`src/rtl/alu_pkg.sv`:
```
// Shared types and constants for the ALU scheduler.
//   opsel_t   : 3-bit ALU operation select
//   state_t   : scheduler FSM states
//   WIDTH_DEF : default operand/result width
package alu_pkg;

  localparam int WIDTH_DEF = 8;

  typedef logic [2:0] opsel_t;

  typedef enum logic [1:0] {
    ST_IDLE = 2'd0,
    ST_EXEC = 2'd1,
    ST_RESP = 2'd2
  } state_t;

endpackage

```
`src/rtl/rr_arb2.sv`:
```
// Two-way round-robin arbiter.
//   req        : request vector (index 0, 1)
//   last_grant : index of the requester granted most recently
//   gnt        : one-hot grant (all zero when nothing requests)
module rr_arb2 (
  input  logic [1:0] req,
  input  logic       last_grant,
  output logic [1:0] gnt
);

  always_comb begin
    gnt = req;
    // On a tie the requester that did not win last time gets the slot.
    if (req == 2'b11) begin
      gnt = last_grant ? 2'b01 : 2'b10;
    end
  end

endmodule

```
`src/rtl/alu_scheduler.sv`:
```
// Shares one external combinational ALU between two requesters.
// One operation at a time: IDLE accepts, EXEC drives the ALU for a single
// cycle and captures its result, RESP holds the result until consumed.
//   clk, rst                    : clock, synchronous active-high reset
//   req_valid/ready/opsel/mode/a/b : per-requester request channel
//   alu_opsel/mode/a/b          : operands to the shared ALU (zero unless EXEC)
//   alu_y, alu_cout             : ALU result
//   rsp_valid/ready/id/y/cout   : response channel
//   busy                        : FSM not in IDLE
//   ops_done                    : completed response count (wraps)
//
// state | meaning
// IDLE  | waiting for a request, req_ready driven from the arbiter
// EXEC  | issue registers drive the ALU, result captured at end of cycle
// RESP  | response presented until rsp_ready
module alu_scheduler
  import alu_pkg::*;
#(
  parameter int WIDTH = WIDTH_DEF
) (
  input  logic                  clk,
  input  logic                  rst,
  input  logic [1:0]            req_valid,
  output logic [1:0]            req_ready,
  input  logic [1:0][2:0]       req_opsel,
  input  logic [1:0]            req_mode,
  input  logic [1:0][WIDTH-1:0] req_a,
  input  logic [1:0][WIDTH-1:0] req_b,
  output logic [2:0]            alu_opsel,
  output logic                  alu_mode,
  output logic [WIDTH-1:0]      alu_a,
  output logic [WIDTH-1:0]      alu_b,
  input  logic [WIDTH-1:0]      alu_y,
  input  logic                  alu_cout,
  output logic                  rsp_valid,
  input  logic                  rsp_ready,
  output logic                  rsp_id,
  output logic [WIDTH-1:0]      rsp_y,
  output logic                  rsp_cout,
  output logic                  busy,
  output logic [15:0]           ops_done
);

  state_t           state_q, state_d;
  logic             last_grant_q, last_grant_d;
  opsel_t           iss_opsel_q, iss_opsel_d;
  logic             iss_mode_q, iss_mode_d;
  logic [WIDTH-1:0] iss_a_q, iss_a_d;
  logic [WIDTH-1:0] iss_b_q, iss_b_d;
  logic             iss_id_q, iss_id_d;
  logic [WIDTH-1:0] rsp_y_q, rsp_y_d;
  logic             rsp_cout_q, rsp_cout_d;
  logic             rsp_id_q, rsp_id_d;
  logic [15:0]      ops_done_q, ops_done_d;

  logic [1:0] gnt;
  logic       acc_id;

  rr_arb2 u_arb (
    .req        (req_valid),
    .last_grant (last_grant_q),
    .gnt        (gnt)
  );

  // gnt is one-hot when non-zero, so bit 1 is the granted index.
  assign acc_id = gnt[1];

  always_comb begin
    state_d      = state_q;
    last_grant_d = last_grant_q;
    iss_opsel_d  = iss_opsel_q;
    iss_mode_d   = iss_mode_q;
    iss_a_d      = iss_a_q;
    iss_b_d      = iss_b_q;
    iss_id_d     = iss_id_q;
    rsp_y_d      = rsp_y_q;
    rsp_cout_d   = rsp_cout_q;
    rsp_id_d     = rsp_id_q;
    ops_done_d   = ops_done_q;
    req_ready    = 2'b00;
    alu_opsel    = '0;
    alu_mode     = 1'b0;
    alu_a        = '0;
    alu_b        = '0;

    case (state_q)
      ST_IDLE: begin
        req_ready = gnt;
        // A grant only exists for a valid requester, so any grant is a transfer.
        if (gnt != 2'b00) begin
          iss_opsel_d  = req_opsel[acc_id];
          iss_mode_d   = req_mode[acc_id];
          iss_a_d      = req_a[acc_id];
          iss_b_d      = req_b[acc_id];
          iss_id_d     = acc_id;
          last_grant_d = acc_id;
          state_d      = ST_EXEC;
        end
      end
      ST_EXEC: begin
        alu_opsel  = iss_opsel_q;
        alu_mode   = iss_mode_q;
        alu_a      = iss_a_q;
        alu_b      = iss_b_q;
        rsp_y_d    = alu_y;
        rsp_cout_d = alu_cout;
        rsp_id_d   = iss_id_q;
        state_d    = ST_RESP;
      end
      ST_RESP: begin
        if (rsp_ready) begin
          ops_done_d = ops_done_q + 16'd1;
          state_d    = ST_IDLE;
        end
      end
      default: state_d = ST_IDLE;
    endcase
  end

  always_ff @(posedge clk) begin
    if (rst) begin
      state_q      <= ST_IDLE;
      last_grant_q <= 1'b1;
      iss_opsel_q  <= '0;
      iss_mode_q   <= 1'b0;
      iss_a_q      <= '0;
      iss_b_q      <= '0;
      iss_id_q     <= 1'b0;
      rsp_y_q      <= '0;
      rsp_cout_q   <= 1'b0;
      rsp_id_q     <= 1'b0;
      ops_done_q   <= '0;
    end else begin
      state_q      <= state_d;
      last_grant_q <= last_grant_d;
      iss_opsel_q  <= iss_opsel_d;
      iss_mode_q   <= iss_mode_d;
      iss_a_q      <= iss_a_d;
      iss_b_q      <= iss_b_d;
      iss_id_q     <= iss_id_d;
      rsp_y_q      <= rsp_y_d;
      rsp_cout_q   <= rsp_cout_d;
      rsp_id_q     <= rsp_id_d;
      ops_done_q   <= ops_done_d;
    end
  end

  assign rsp_valid = (state_q == ST_RESP);
  assign busy      = (state_q != ST_IDLE);
  assign rsp_id    = rsp_id_q;
  assign rsp_y     = rsp_y_q;
  assign rsp_cout  = rsp_cout_q;
  assign ops_done  = ops_done_q;

endmodule
```
`config.mk`:
```
export PLATFORM = sky130hd
export DESIGN_NAME = alu_scheduler
export DESIGN_NICKNAME = d
export VERILOG_FILES = /design/src/rtl/alu_pkg.sv /design/src/rtl/rr_arb2.sv /design/src/rtl/alu_scheduler.sv
export SDC_FILE = /design/constraint.sdc
export NUM_CORES = 1
export LEC_CHECK = 0
export CAP_MARGIN = 20
export CORE_MARGIN = 2
export CORE_UTILIZATION = 40
export CTS_CLUSTER_SIZE = 28
export DETAILED_ROUTE_END_ITERATION = 12
export GPL_TIMING_DRIVEN = 0
export PLACE_DENSITY = 0.83
export SKIP_CTS_REPAIR_TIMING = 1
export SLEW_MARGIN = 20
export SYNTH_ARGS = -nofsm -noshare
export SYNTH_HDL_FRONTEND = slang
export SYNTH_SLANG_ARGS = --single-unit
```
`constraint.sdc`:
```
create_clock -name clk -period 2.4 [get_ports clk]
set_input_delay 0.24 -clock clk [delete_from_list [all_inputs] [get_ports clk]]
set_output_delay 0.24 -clock clk [all_outputs]
set_load 0.02 [all_outputs]
```
==> summary.md, run 1 <==
| Metric | Value |
|---|---|
| Sequential area share after synthesis | 0.444 |
| Critical Path Start Type | register |
| Num CTS Buffers | 5 |
| Clock sinks | 50 |
| Number of I/O pins | 104 |
| First-pass DRT Iterations | 4 |
| Met3 GRT Util | 0.0670 |
| Routing usage on met2 | 0.327 |
| Starting density of the core | 0.412 |
| Via count | 2201 |
| Worst Max-Slew Pin Slew | 504 ps |
| Lkg Pwr | 0.00130 µW |
| Worst path cell trace | and2b_1, clkbuf_2, and2_1, clkdlybuf4s50_1 |
| Slew HR | 0.664 |
| Setup WS pre-CTS | 257 ps |
| Worst vdd ir | 0.322 mV |
| Die width | 79.0 µm |
| Antenna cells | 0 |
| Critical path class | reg2out |
| Finished layout cell area | 3470 µm² |
| Fin Setup TNS | 0 ps |
| Worst EP arrival | 1920 ps |
| Total power | 1910 µW |
| Placed Area | 3360 µm² |
| Hold Vio Cnt, Final | 0 |
| Residual overflow from global routing | 0 |
| Area leader, netlist | dfxtp_1 |
| Mapped Cells | 263 |
| Maxcap violations | 0 |
| GRT met1 Usage | 0.204 |
| Power Dens Cells | 550 nW/µm² |
| Worst setup margin | 237 ps |
| Placement row count | 27 |
| Slew Limit Fails | 0 |
| Vias in the first global route | 2103 |
| Critical Path Fanout Max | 10 |
| Synth Warn # | 0 |
| R2R setup slack | 600 ps |
| Synth Flop Type | dfxtp_1 |
| Mapped Nets | 318 |
| Share of cells above drive strength 1 | 0.0375 |
| Post-layout min period | 2160 ps |
| Fmax | 462 MHz |
| Status | completed |
| Slowest stage delay, CP | 610 ps |
| Fillcell total | 522 |
| Post-layout nets | 427 |
| Post-synth cell types | 31 |
| Post-synth EDFFs | 0 |
| Post-layout util | 0.635 |
| WL final | 5490 µm |
| H-tree levels | 2 |
| GRT Max-Usage Layer | met2 |
| RSZ-0062 raised after global routing | no |
| Final RePlAce weighted congestion | 0.801 |
| Synth-to-Final Area Change | 54.3% |
| CTS root buf | clkbuf_8 |
| Global-route wire length before repair | 9100 µm |
| Critical path capture point type | output pin |
| Setup Skew | 7.10 ps |
| #FFs+latches synth | 50 |
| Synth top area share | 0.444 |
| GRT Total Usage | 0.183 |
| Syn Area/Cell | 8.56 µm² |
| Slowest stage cell on the critical path | clkdlybuf4s50_1 |
| DR iter-0 viols | 37 |
| Pin count of the biggest net entering global routing | 16 |
| Vias/cell | 4.95 |
| Post-route ant nets | 0 |
| Die Ht | 79.0 µm |
| Synth top area cells | dfxtp_1 44%, mux2i_1 9.3%, a211oi_1 6.7% |
| Clk_lat worst skew | 300 ps |
| Die area | 6250 µm² |
| CTS tree | done |
| Wire per inst | 12.3 µm |
| # DRC | 0 |
| Initial antenna violation count | 0 |
| Post-synth ARST share | 0 |
| I/O Buffers | 102 |
| Final HPWL DP | 4310 µm |
| Final setup violation count | 0 |
| Total core area | 5470 µm² |
| Clock Path Buffers | 2 |
| Reg clk slew, reported paths | 90 ps |
| Final worst path period share | 0.901 |
| Mapped cell area | 2250 µm² |
| Worst hold-check path type | in2reg |
| Critical Path RT | 2160 ps |
[per-layer routing]
metal / part of all wire / wire (µm)
met5: 0 / 0
met2: 0.50 / 2730
met1: 0.40 / 2220
met3: 0.085 / 467
met4: 0.013 / 72
[cell usage in the layout (no fill, tap or decap), drive strengths merged, types with 4 or more instances in the layout]
cell type and instances:
a21oi 18, xor2 5, nor2 34, or3 5, nand2 28, xnor2 4, nand3 6, and2 23
clkbuf 21, mux2i 21, clkdlybuf4s50 102, o21ai 6, dfxtp 50, a211oi 20
[cell usage after synthesis (all sizes together), types with 2 or more instances]
| cell | count |
|---|---|
| nand3 | 6 |
| a211oi | 20 |
| and2 | 23 |
| nor2 | 34 |
| xor2 | 5 |
| mux2i | 21 |
| nand2b | 2 |
| a21oi | 18 |
| clkbuf | 16 |
| o21ai | 6 |
| or3 | 5 |
| nor2b | 2 |
| inv | 3 |
| nand2 | 28 |
| nand4 | 3 |
| xnor2 | 4 |
| dfxtp | 50 |
| or4 | 2 |
| buf | 3 |
[report_power, final]
group	total, µW	internal [µW]	switching (µW)
combinational	419	217	202
clock	572	307	265
sequential	919	889	30.0
total	1910	1410	497
[registers in the layout, indices dropped and copies added, names as in the netlist]
name and cells:
state_q 2, iss_b_q 8, last_grant_q 1, rsp_y 8
rsp_cout 1, ops_done 16, rsp_id 1, iss_a_q 8
iss_mode_q 1, iss_id_q 1, iss_opsel_q 3
[critical path: cells and delay by family, from the launching register on]
| family | cells | cell delay [ps] |
|---|---|---|
| buffers and inverters | 2 | 820 |
| AND/OR/NAND/NOR | 2 | 440 |
| flip-flops | 1 | 370 |
[cell type report]
cell class,count,area [µm²],share of cell area
Multi-Input combinational cell,191,1160,0.335
Timing Repair Buffer,102,1020,0.294
Sequential cell,50,1000,0.288
Tap cell,72,90.1,0.0259
Buffer,19,77.6,0.0223
Clock buffer,5,68.8,0.0198
Clock inverter,3,40.0,0.0115
Inverter,3,11.3,0.00324
[cell families (layout without fill, tap and decap cells)]
group | count (synthesis) | after routing | share of synthesized area
compound gates | 48 | 48 | 0.133
xor+xnor | 9 | 9 | 0.0350
fa+ha+maj | 1 | 1 | 0.00555
buf+inv | 22 | 132 | 0.0383
flops | 50 | 50 | 0.444
mux | 21 | 21 | 0.0933
simple gates | 112 | 112 | 0.251
[metrics by stage]
step	hold slack, ps	instances
5_1_grt	452	445
3_3_place_gp	442	437
6_report	382	445
4_1_cts	380	445
2_1_floorplan	376	263
3_5_place_dp	446	437
[worst paths after layout]
check / start / endpoint / cells past startpoint
max: state_q[1]$_SDFFE_PP0P_ / alu_opsel[2] / 4
min: rst / ops_done[8]$_SDFFE_PP0P_ / 4
max reg2reg: ops_done[0]$_SDFFE_PP0P_ / ops_done[8]$_SDFFE_PP0P_ / 6
min reg2reg: rsp_y[0]$_SDFFE_PP0N_ / rsp_y[0]$_SDFFE_PP0N_ / 2
Note: power is estimated with default switching activity, not from simulation.
==> run 2, diff against run 1 <==
--- a/config.mk
+++ b/config.mk
@@ -11,7 +11,7 @@
 export CTS_CLUSTER_SIZE = 28
 export DETAILED_ROUTE_END_ITERATION = 12
 export GPL_TIMING_DRIVEN = 0
-export PLACE_DENSITY = 0.83
+export PLACE_DENSITY = 0.78
 export SKIP_CTS_REPAIR_TIMING = 1
 export SLEW_MARGIN = 20
 export SYNTH_ARGS = -nofsm -noshare
==> run 2 against run 1 <==
Final cell count unchanged. Cell area is essentially flat. Non-clock buffer count unchanged. Sequential share of layout area about the same. Global-route usage fell by 0.71 points. Combinational power hardly changed. Sequential cell count stayed put.
==> summary.md, run 2 (same netlist as run 1, synthesis figures left out) <==
| Metric | Value |
|---|---|
| First-pass DRT Iterations | 4 |
| Power Dens Cells | 551 nW/µm² |
| Clock sinks | 50 |
| Vias/cell | 4.84 |
| Vias in the first global route | 2008 |
| Final HPWL DP | 4140 µm |
| Clock Path Buffers | 2 |
| CTS tree | done |
| Via count | 2153 |
| Status | completed |
| Number of I/O pins | 104 |
| Total core area | 5470 µm² |
| Pin count of the biggest net entering global routing | 16 |
| Placement row count | 27 |
| # DRC | 0 |
| R2R setup slack | 600 ps |
| Worst Max-Slew Pin Slew | 521 ps |
| Synth-to-Final Area Change | 54.2% |
| Critical path class | reg2out |
| Final worst path period share | 0.950 |
| Lkg Pwr | 0.00130 µW |
| Worst Reg-to-Reg Cells | 6 |
| WL final | 5500 µm |
| Final RePlAce weighted congestion | 0.801 |
| Die width | 79.0 µm |
| Maxcap violations | 0 |
| Initial antenna violation count | 0 |
| Hold Vio Cnt, Final | 0 |
| Placed cells | 437 |
| Num CTS Buffers | 5 |
| Worst R2R End | ops_done[8]$_SDFFE_PP0P_ |
| Wire per inst | 12.4 µm |
| Max reg flops | 16 |
| Post-layout nets | 427 |
| Global-route wire length before repair | 8880 µm |
| Reg clk slew, reported paths | 90 ps |
| Post-layout min period | 2280 ps |
| Slew HR | 0.653 |
| Worst EP arrival | 2040 ps |
| DR iter-0 viols | 70 |
| Critical Path Start Type | register |
| Fmax | 439 MHz |
| I/O Buffers | 102 |
| CTS root buf | clkbuf_8 |
| Commonest cells after routing, fill and taps aside | 102 x clkdlybuf4s50_1, 50 x dfxtp_1, 34 x nor2_1 |
| Fin Setup TNS | 0 ps |
| H-tree levels | 2 |
| RSZ-0062 raised after global routing | yes |
| Residual overflow from global routing | 0 |
| Post-route ant nets | 0 |
| GRT Total Usage | 0.176 |
| Critical path capture point type | output pin |
| Critical Path Fanout Max | 10 |
| Clk_lat worst skew | 300 ps |
| Starting density of the core | 0.412 |
| Antenna cells | 0 |
| Hold slack final | 391 ps |
| Share of cells above drive strength 1 | 0.0322 |
| Critical Path RT | 2160 ps |
| Startpoint of the worst hold path | rst |
| Worst vdd ir | 0.323 mV |
| FF-to-FF Start | ops_done[0]$_SDFFE_PP0P_ |
| Final setup violation count | 0 |
| Hold Path Stages | 4 |
| Non-Filler Instances | 445 |
| Post-layout util | 0.634 |
| Die Ht | 79.0 µm |
| Worst hold-check path type | in2reg |
| Slew Limit Fails | 0 |
| Most common cell after layout, fill and taps aside | clkdlybuf4s50_1 |
| Hold Path Sink | ops_done[8]$_SDFFE_PP0P_ |
| Die area | 6250 µm² |
| Setup Skew | 5.49 ps |
==> run 2: cell count changes in the layout (fill, tap and decap cells not counted), sizes merged <==
cell / previous run / this run
buf: 3 / 5
clkbuf: 21 / 19
==> run 2: routing by layer <==
layer | wire length, µm | GRT usage | vias up
met5 | 0 | 0 | -
met1 | 2370 | 0.216 | 954
met3 | 442 | 0.0534 | 9
li1 | - | - | 1115
met2 | 2620 | 0.300 | 75
met4 | 70 | 0.0466 | 0
==> run 2: through the flow <==
stage / power (µW) / setup slack, ps / instance area [µm²]
floorplan: 1160 / 613 / 2250
CTS: 1930 / 93.4 / 3470
global placement: 1350 / 296 / 3360
finish: 1910 / 120 / 3470
global route: 2020 / -21.3 / 3470
detailed placement: 1360 / 266 / 3360
==> run 2: worst max-delay path by stage <==
stage,startpoint,end,cells past startpoint
floorplan,ops_done[2]$_SDFFE_PP0P_,ops_done[15]$_SDFFE_PP0P_,5
global placement,rsp_ready,ops_done[15]$_SDFFE_PP0P_,6
detailed placement,rsp_ready,ops_done[15]$_SDFFE_PP0P_,6
CTS,state_q[1]$_SDFFE_PP0P_,alu_b[4],4
global route,state_q[1]$_SDFFE_PP0P_,alu_a[1],4
finish,state_q[1]$_SDFFE_PP0P_,alu_b[7],4
==> run 2: worst max-delay path: stages, from the launching register on <==
cell             delay [ps]
dfxtp_1                 370
and2b_1                 250
buf_1                   320
and2_1                  200
clkdlybuf4s50_1         610
==> run 2: where the power goes <==
part           leakage (µW)  switching [µW]  internal [µW]
Sequential         0.000410            29.4            889
Clock             0.0000579             271            307
Combinational      0.000829             203            216
==> run 2: layout make-up <==
class | count | area, µm²
buffer | 19 | 75.1
multi-input combinational | 191 | 1160
tap | 72 | 90.1
fill | 518 | 2000
inverter | 3 | 11.3
timing repair buffer | 102 | 1020
clock buffer | 5 | 68.8
clock inverter | 3 | 40.0
sequential | 50 | 1000
